==> config.mk <==
export PLATFORM = sky130hd
export DESIGN_NAME = operand_fetch_stage
export DESIGN_NICKNAME = d
export VERILOG_FILES = /design/src/rtl/operand_fetch_stage_pkg.sv /design/src/rtl/operand_fetch_stage_regfile.sv /design/src/rtl/operand_fetch_stage.sv
export SDC_FILE = /design/constraint.sdc
export NUM_CORES = 1
export LEC_CHECK = 0
export CAP_MARGIN = 20
export CORE_ASPECT_RATIO = 2
export CORE_MARGIN = 4
export CORE_UTILIZATION = 54
export CTS_BUF_LIST = sky130_fd_sc_hd__clkbuf_8
export CTS_CLUSTER_SIZE = 28
export DETAILED_ROUTE_END_ITERATION = 10
export PLACE_DENSITY = 0.89
export SYNTH_ARGS = -nofsm -noshare
export SYNTH_HDL_FRONTEND = slang
export SYNTH_SLANG_ARGS = --single-unit
==> constraint.sdc <==
create_clock -name clk -period 3 [get_ports clk]
set_input_delay 0.6 -clock clk [delete_from_list [all_inputs] [get_ports clk]]
set_output_delay 0.6 -clock clk [all_outputs]
set_load 0.005 [all_outputs]
==> src/rtl/operand_fetch_stage_pkg.sv <==
// cpu_pkg: shared opcode encodings, instruction field positions and decode
// helpers for the operand fetch stage and its register file.
package cpu_pkg;

    typedef enum logic [3:0] {
        OP_ADD  = 4'b0000,
        OP_SUB  = 4'b0001,
        OP_MUL  = 4'b0010,
        OP_DIV  = 4'b0011,
        OP_AND  = 4'b0100,
        OP_OR   = 4'b0101,
        OP_XOR  = 4'b0110,
        OP_SHL  = 4'b0111,
        OP_SHR  = 4'b1000,
        OP_LDI  = 4'b1011,
        OP_CMP  = 4'b1100,
        OP_ZERO = 4'b1111
    } alu_op_e;

    // Instruction field positions (16-bit instruction word)
    localparam int OP_LSB  = 12;
    localparam int OP_W    = 4;
    localparam int RD_LSB  = 9;
    localparam int RS1_LSB = 6;
    localparam int RS2_LSB = 3;
    localparam int REG_W   = 3;
    localparam int IMM_LSB = 0;
    localparam int IMM_W   = 9;

    function automatic logic is_legal_op(input logic [OP_W-1:0] op);
        case (op)
            OP_ADD, OP_SUB, OP_MUL, OP_DIV, OP_AND, OP_OR, OP_XOR,
            OP_SHL, OP_SHR, OP_LDI, OP_CMP, OP_ZERO: return 1'b1;
            default:                                 return 1'b0;
        endcase
    endfunction

    // Load-immediate and zero read no registers; illegal ops read nothing.
    function automatic logic uses_srcs(input logic [OP_W-1:0] op);
        return is_legal_op(op) && (op != OP_LDI) && (op != OP_ZERO);
    endfunction

endpackage

==> src/rtl/operand_fetch_stage_regfile.sv <==
// regfile_2r1w: register file with two asynchronous read ports and one
// synchronous write port. r0 is hardwired to zero. A write in the same cycle
// as a read of the same register is forwarded to the read port.
// Ports:
//   clk, rst_n            clock, synchronous active-low reset (clears all regs)
//   ra0/ra1 -> rd0/rd1    read addresses and data
//   we, wa, wd            write enable, address, data
module regfile_2r1w #(
    parameter int DATA_W = 16,
    parameter int NREGS  = 8,
    localparam int RW    = $clog2(NREGS)
) (
    input  logic              clk,
    input  logic              rst_n,
    input  logic [RW-1:0]     ra0,
    input  logic [RW-1:0]     ra1,
    output logic [DATA_W-1:0] rd0,
    output logic [DATA_W-1:0] rd1,
    input  logic              we,
    input  logic [RW-1:0]     wa,
    input  logic [DATA_W-1:0] wd
);

    logic [DATA_W-1:0] regs [1:NREGS-1];

    always_ff @(posedge clk) begin
        if (!rst_n) begin
            for (int unsigned i = 1; i < NREGS; i++) regs[i] <= '0;
        end else if (we && (wa != '0)) begin
            regs[wa] <= wd;
        end
    end

    always_comb begin
        rd0 = '0;
        if (ra0 != '0) rd0 = (we && (wa == ra0)) ? wd : regs[ra0];
    end

    always_comb begin
        rd1 = '0;
        if (ra1 != '0) rd1 = (we && (wa == ra1)) ? wd : regs[ra1];
    end

endmodule

==> src/rtl/operand_fetch_stage.sv <==
// operand_fetch_stage: issue stage in front of the 16-bit ALU. Decodes one
// instruction per cycle, reads operands from the register file, tracks
// in-flight destinations in a pending scoreboard and stalls on RAW hazards.
// Ports:
//   clk, rst_n                   clock, synchronous active-low reset
//   instr_valid/instr_ready/instr upstream instruction handshake
//   ex_valid/ex_ready            downstream operand handshake
//   ex_in0/ex_in1/ex_select/ex_rd registered ALU operands, opcode, dest tag
//   wb_en/wb_rd/wb_data          writeback from the ALU result register
//   illegal                      1-cycle pulse after accepting an undefined op
//   stall_count                  saturating count of hazard-stall cycles
module operand_fetch_stage
    import cpu_pkg::*;
#(
    parameter int DATA_W  = 16,
    parameter int NREGS   = 8,
    parameter int STALL_W = 16,
    localparam int RW     = $clog2(NREGS)
) (
    input  logic               clk,
    input  logic               rst_n,
    input  logic               instr_valid,
    output logic               instr_ready,
    input  logic [15:0]        instr,
    output logic               ex_valid,
    input  logic               ex_ready,
    output logic [DATA_W-1:0]  ex_in0,
    output logic [DATA_W-1:0]  ex_in1,
    output logic [3:0]         ex_select,
    output logic [RW-1:0]      ex_rd,
    input  logic               wb_en,
    input  logic [RW-1:0]      wb_rd,
    input  logic [DATA_W-1:0]  wb_data,
    output logic               illegal,
    output logic [STALL_W-1:0] stall_count
);

    localparam logic [STALL_W-1:0] STALL_ONE = STALL_W'(1);

    logic [OP_W-1:0]   op;
    logic [RW-1:0]     rd, rs1, rs2;
    logic [IMM_W-1:0]  imm9;
    logic              legal, srcs;
    logic              sp1, sp2, hazard, accept, issue;
    logic [DATA_W-1:0] rf_rd0, rf_rd1;
    logic [NREGS-1:0]  pending, pending_nxt;

    assign op   = instr[OP_LSB  +: OP_W];
    assign rd   = instr[RD_LSB  +: REG_W];
    assign rs1  = instr[RS1_LSB +: REG_W];
    assign rs2  = instr[RS2_LSB +: REG_W];
    assign imm9 = instr[IMM_LSB +: IMM_W];

    assign legal = is_legal_op(op);
    assign srcs  = uses_srcs(op);

    // A writeback landing this cycle resolves the hazard; the bypass in the
    // register file supplies the value.
    assign sp1 = pending[rs1] & ~(wb_en & (wb_rd == rs1));
    assign sp2 = pending[rs2] & ~(wb_en & (wb_rd == rs2));

    assign hazard      = instr_valid & srcs & (sp1 | sp2);
    assign instr_ready = ~hazard & (~ex_valid | ex_ready);
    assign accept      = instr_valid & instr_ready;
    assign issue       = accept & legal;

    regfile_2r1w #(.DATA_W(DATA_W), .NREGS(NREGS)) u_rf (
        .clk   (clk),
        .rst_n (rst_n),
        .ra0   (rs1),
        .ra1   (rs2),
        .rd0   (rf_rd0),
        .rd1   (rf_rd1),
        .we    (wb_en),
        .wa    (wb_rd),
        .wd    (wb_data)
    );

    // Clear on writeback first so a same-cycle issue to the same rd wins.
    always_comb begin
        pending_nxt = pending;
        if (wb_en) pending_nxt[wb_rd] = 1'b0;
        if (issue && (rd != '0)) pending_nxt[rd] = 1'b1;
        pending_nxt[0] = 1'b0;
    end

    always_ff @(posedge clk) begin
        if (!rst_n) begin
            pending     <= '0;
            ex_valid    <= 1'b0;
            ex_in0      <= '0;
            ex_in1      <= '0;
            ex_select   <= 4'b1111;
            ex_rd       <= '0;
            illegal     <= 1'b0;
            stall_count <= '0;
        end else begin
            pending <= pending_nxt;
            illegal <= accept & ~legal;
            if (issue) begin
                ex_valid  <= 1'b1;
                ex_in0    <= srcs ? rf_rd0 : '0;
                ex_in1    <= (op == OP_LDI) ? {{(DATA_W-IMM_W){1'b0}}, imm9}
                           : (srcs ? rf_rd1 : '0);
                ex_select <= op;
                ex_rd     <= rd;
            end else if (ex_ready) begin
                ex_valid  <= 1'b0;
            end
            if (hazard && (stall_count != '1)) stall_count <= stall_count + STALL_ONE;
        end
    end

endmodule
==> summary.txt <==
Run status
  • Status: finished, final reports clean

Synthesis
  • Synth area leaders: edfxtp_1 (40%), mux4_2 (15%), dfxtp_1 (13%), and2_1 (7.3%), mux2i_1 (3.4%)
  • #FFs+latches synth: 192
  • Mapped cell area: 9720 µm²
  • Synth area leader: edfxtp_1
  • Synth Flop Type: edfxtp_1
  • Warnings from Yosys: 0
  • Post-synth EDFFs: 128
  • Async SR Flop Fraction: 0
  • Post-Syn Instances: 756
  • Mean Syn Cell Area: 12.9 µm²
  • Yosys top cell area share: 0.395
  • Sequential area share after synthesis: 0.527
  • Netlist cell types: 58

Worst hold path
  • Hold WC Path Type: reg -> reg

Pwr
  • Int Pwr: 0.00409 W
  • Flop pwr share: 0.545
  • Combinational power share: 0.168
  • Net Switching: 0.00159 W
  • Clock share of power: 0.287
  • Power Density: 486 nW/µm²
  • Switch share: 0.279
  • Peak supply drop: 297 µV
  • Static Leak: 4.13 nW

Floorplanning
  • Io pins: 98
  • DIE AREA: 20,300 µm²
  • Placement Rows: 69
  • Die width: 103 µm
  • Die Ht: 198 µm
  • Initial Util: 0.549
  • Core ar.: 17,700 µm²

Timing
  • Setup TNS: 0 ns
  • Setup Viol. Count Final: 0
  • Max frequency: 344 MHz
  • RSZ-0062 raised after global routing: no
  • Slew @ Worst Pin: 0.699 ns
  • Crit path time final: 2.91 ns
  • WHS: 0.455 ns
  • Final Slew Violations: 0
  • Fin crit share: 0.970
  • Hold Fails Final Rpt: 0
  • Worst Clk Skew: 0.0139 ns
  • Max_slew headroom: 0.534

Clock network
  • H-tree depth: 4
  • CTS buffer count: 17
  • Clock tree buffer depth: 2
  • Clock Sinks: 192
  • Clk Latency, worst-skew pair: 0.46 ns
  • CTS tree: done
  • Root Driver: clkbuf_8
  • # hold bufs at CTS: 0
  • Worst-path clk slew: 0.11 ns

Layout
  • Final-layout fill cell count: 1,210
  • Final instance area: 11,700 µm²
  • Most frequent cells in the layout: edfxtp_1 (128), and2_1 (113), clkdlybuf4s50_1 (89)
  • Layout net count: 932
  • Layout cells sized above 1: 0.209
  • Synth-to-Final Area Change: 20.1%
  • Most common cell after layout, fill and taps aside: edfxtp_1
  • Non-filler cells, final: 1,116
  • ANT cells: 0

Placement
  • IO Port Bufs: 97
  • Routability cong.: 0.838
  • Post-DP Area: 11,200 µm²
  • Placed cell count: 1,083
  • Hpwl dp: 19,000 µm

GRT
  • Largest net degree at the start of global routing: 39
  • GRT overflow: 0
  • Number of global-route vias before repair: 7,567
  • Initial antenna violation count: 0
  • Total GRT Usage: 0.277
  • Global-route wire length before repair: 41,700 µm

Worst setup path
  • Critical path launch point type: primary input
  • Crit path required time: 2.40 ns
  • Crit path DAT: 2.31 ns
  • Reg2reg setup slack: 0.63 ns
  • Setup Crit Path Kind: in -> out
  • Critical path capture point type: output pin
  • Crit path max fanout: 3

Detailed routing
  • Routed wire per std cell: 24.6 µm
  • Starting DRC count in detailed routing: 865
  • Final ANT Viol Nets: 0
  • Via count: 7,377
  • Via density: 6.61
  • WL final: 27,500 µm
  • DRC Markers: 0
  • Drt first pass iters: 7

Run
  • MaxCap Viol Count: 0
[logic make-up after synthesis]
kind of cell               Yosys count  synth area share
AOI/OAI and AO/OA                  113            0.0840
xor gates and xnor gates             6           0.00540
adders and majority gates            2           0.00257
buffers and inverters               68            0.0313
DFF                                192             0.527
muxes                              110             0.197
other                                1          0.000386
and+or+nand+nor                    264             0.152
[worst max-delay path, cell delays in order]
cell	delay, ns
dlygate4sd2_1	0.27
ha_4	0.26
o21ai_4	0.22
o311ai_2	0.14
nor4b_2	0.31
nor2_2	0.08
and2_1	0.16
dlygate4sd2_1	0.26
[synth_stat cells, drive strengths merged (11+ instances only)]
cell,n
and2,113
buf,27
clkbuf,30
dfxtp,64
edfxtp,128
inv,11
mux2,13
mux2i,33
mux4,64
nand2,72
nor2,19
o2111ai,23
o21ai,33
[per-stage QoR]
step / power [W] / setup WS [ns] / util
after floorplan: 0.00364 / 0.0869 / -
after global routing: 0.00588 / 0.0182 / 0.660
after CTS: 0.00568 / 0.0433 / 0.660
after detailed placement: 0.00408 / -0.528 / 0.635
final: 0.00567 / 0.0902 / 0.660
after global placement: 0.00403 / -0.488 / 0.635
[final timing paths]
| kind | to | from | cells after the start |
|---|---|---|---|
| setup / recovery | instr_ready | instr[12] | 8 |
| hold / removal | ex_in0[15] | ex_in0[15] | 2 |
| setup reg to reg | pending[4] | pending[4] | 8 |
| hold reg to reg | ex_in0[15] | ex_in0[15] | 2 |
[power by group through the flow]
stage          Sequential [W]  Clock [W]  Combinational, W
2_1_floorplan         0.00311          0          0.000525
5_1_grt               0.00310    0.00176           0.00101
3_3_place_gp          0.00312          0          0.000904
3_5_place_dp          0.00314          0          0.000932
6_report              0.00309    0.00163          0.000954
4_1_cts               0.00308    0.00164          0.000947
[registers in the layout, indices dropped and copies added (netlist names)]
name,cells
ex_in0,16
ex_in1,16
ex_rd,3
ex_select,4
ex_valid,1
illegal,1
pending,7
stall_count,16
u_rf.regs,128
[layer usage]
metal / track usage / vias up / part of all wire
met1: 0.300 / 3583 / 0.32
met4: 0.173 / 0 / 0.063
met3: 0.0543 / 139 / 0.083
li1: - / 3168 / -
met5: 0 / - / 0
met2: 0.482 / 487 / 0.53
[layout make-up]
type | instances | area, µm² | share of cell area
flip-flops and latches | 192 | 5120 | 0.439
clock inverters | 15 | 145 | 0.0124
repair buffers | 157 | 1450 | 0.124
well taps | 213 | 267 | 0.0228
clock buffers | 17 | 234 | 0.0200
inverters | 11 | 41.3 | 0.00354
multi-input cells | 511 | 4410 | 0.378
[timing repair]
action,in CTS,in global routing
pin swaps,4,1
resized for setup,11,0
setup buffers,1,0
gates cloned,0,0
endpoints found under the setup margin,1,1
Power figures use the tool's default switching activity.
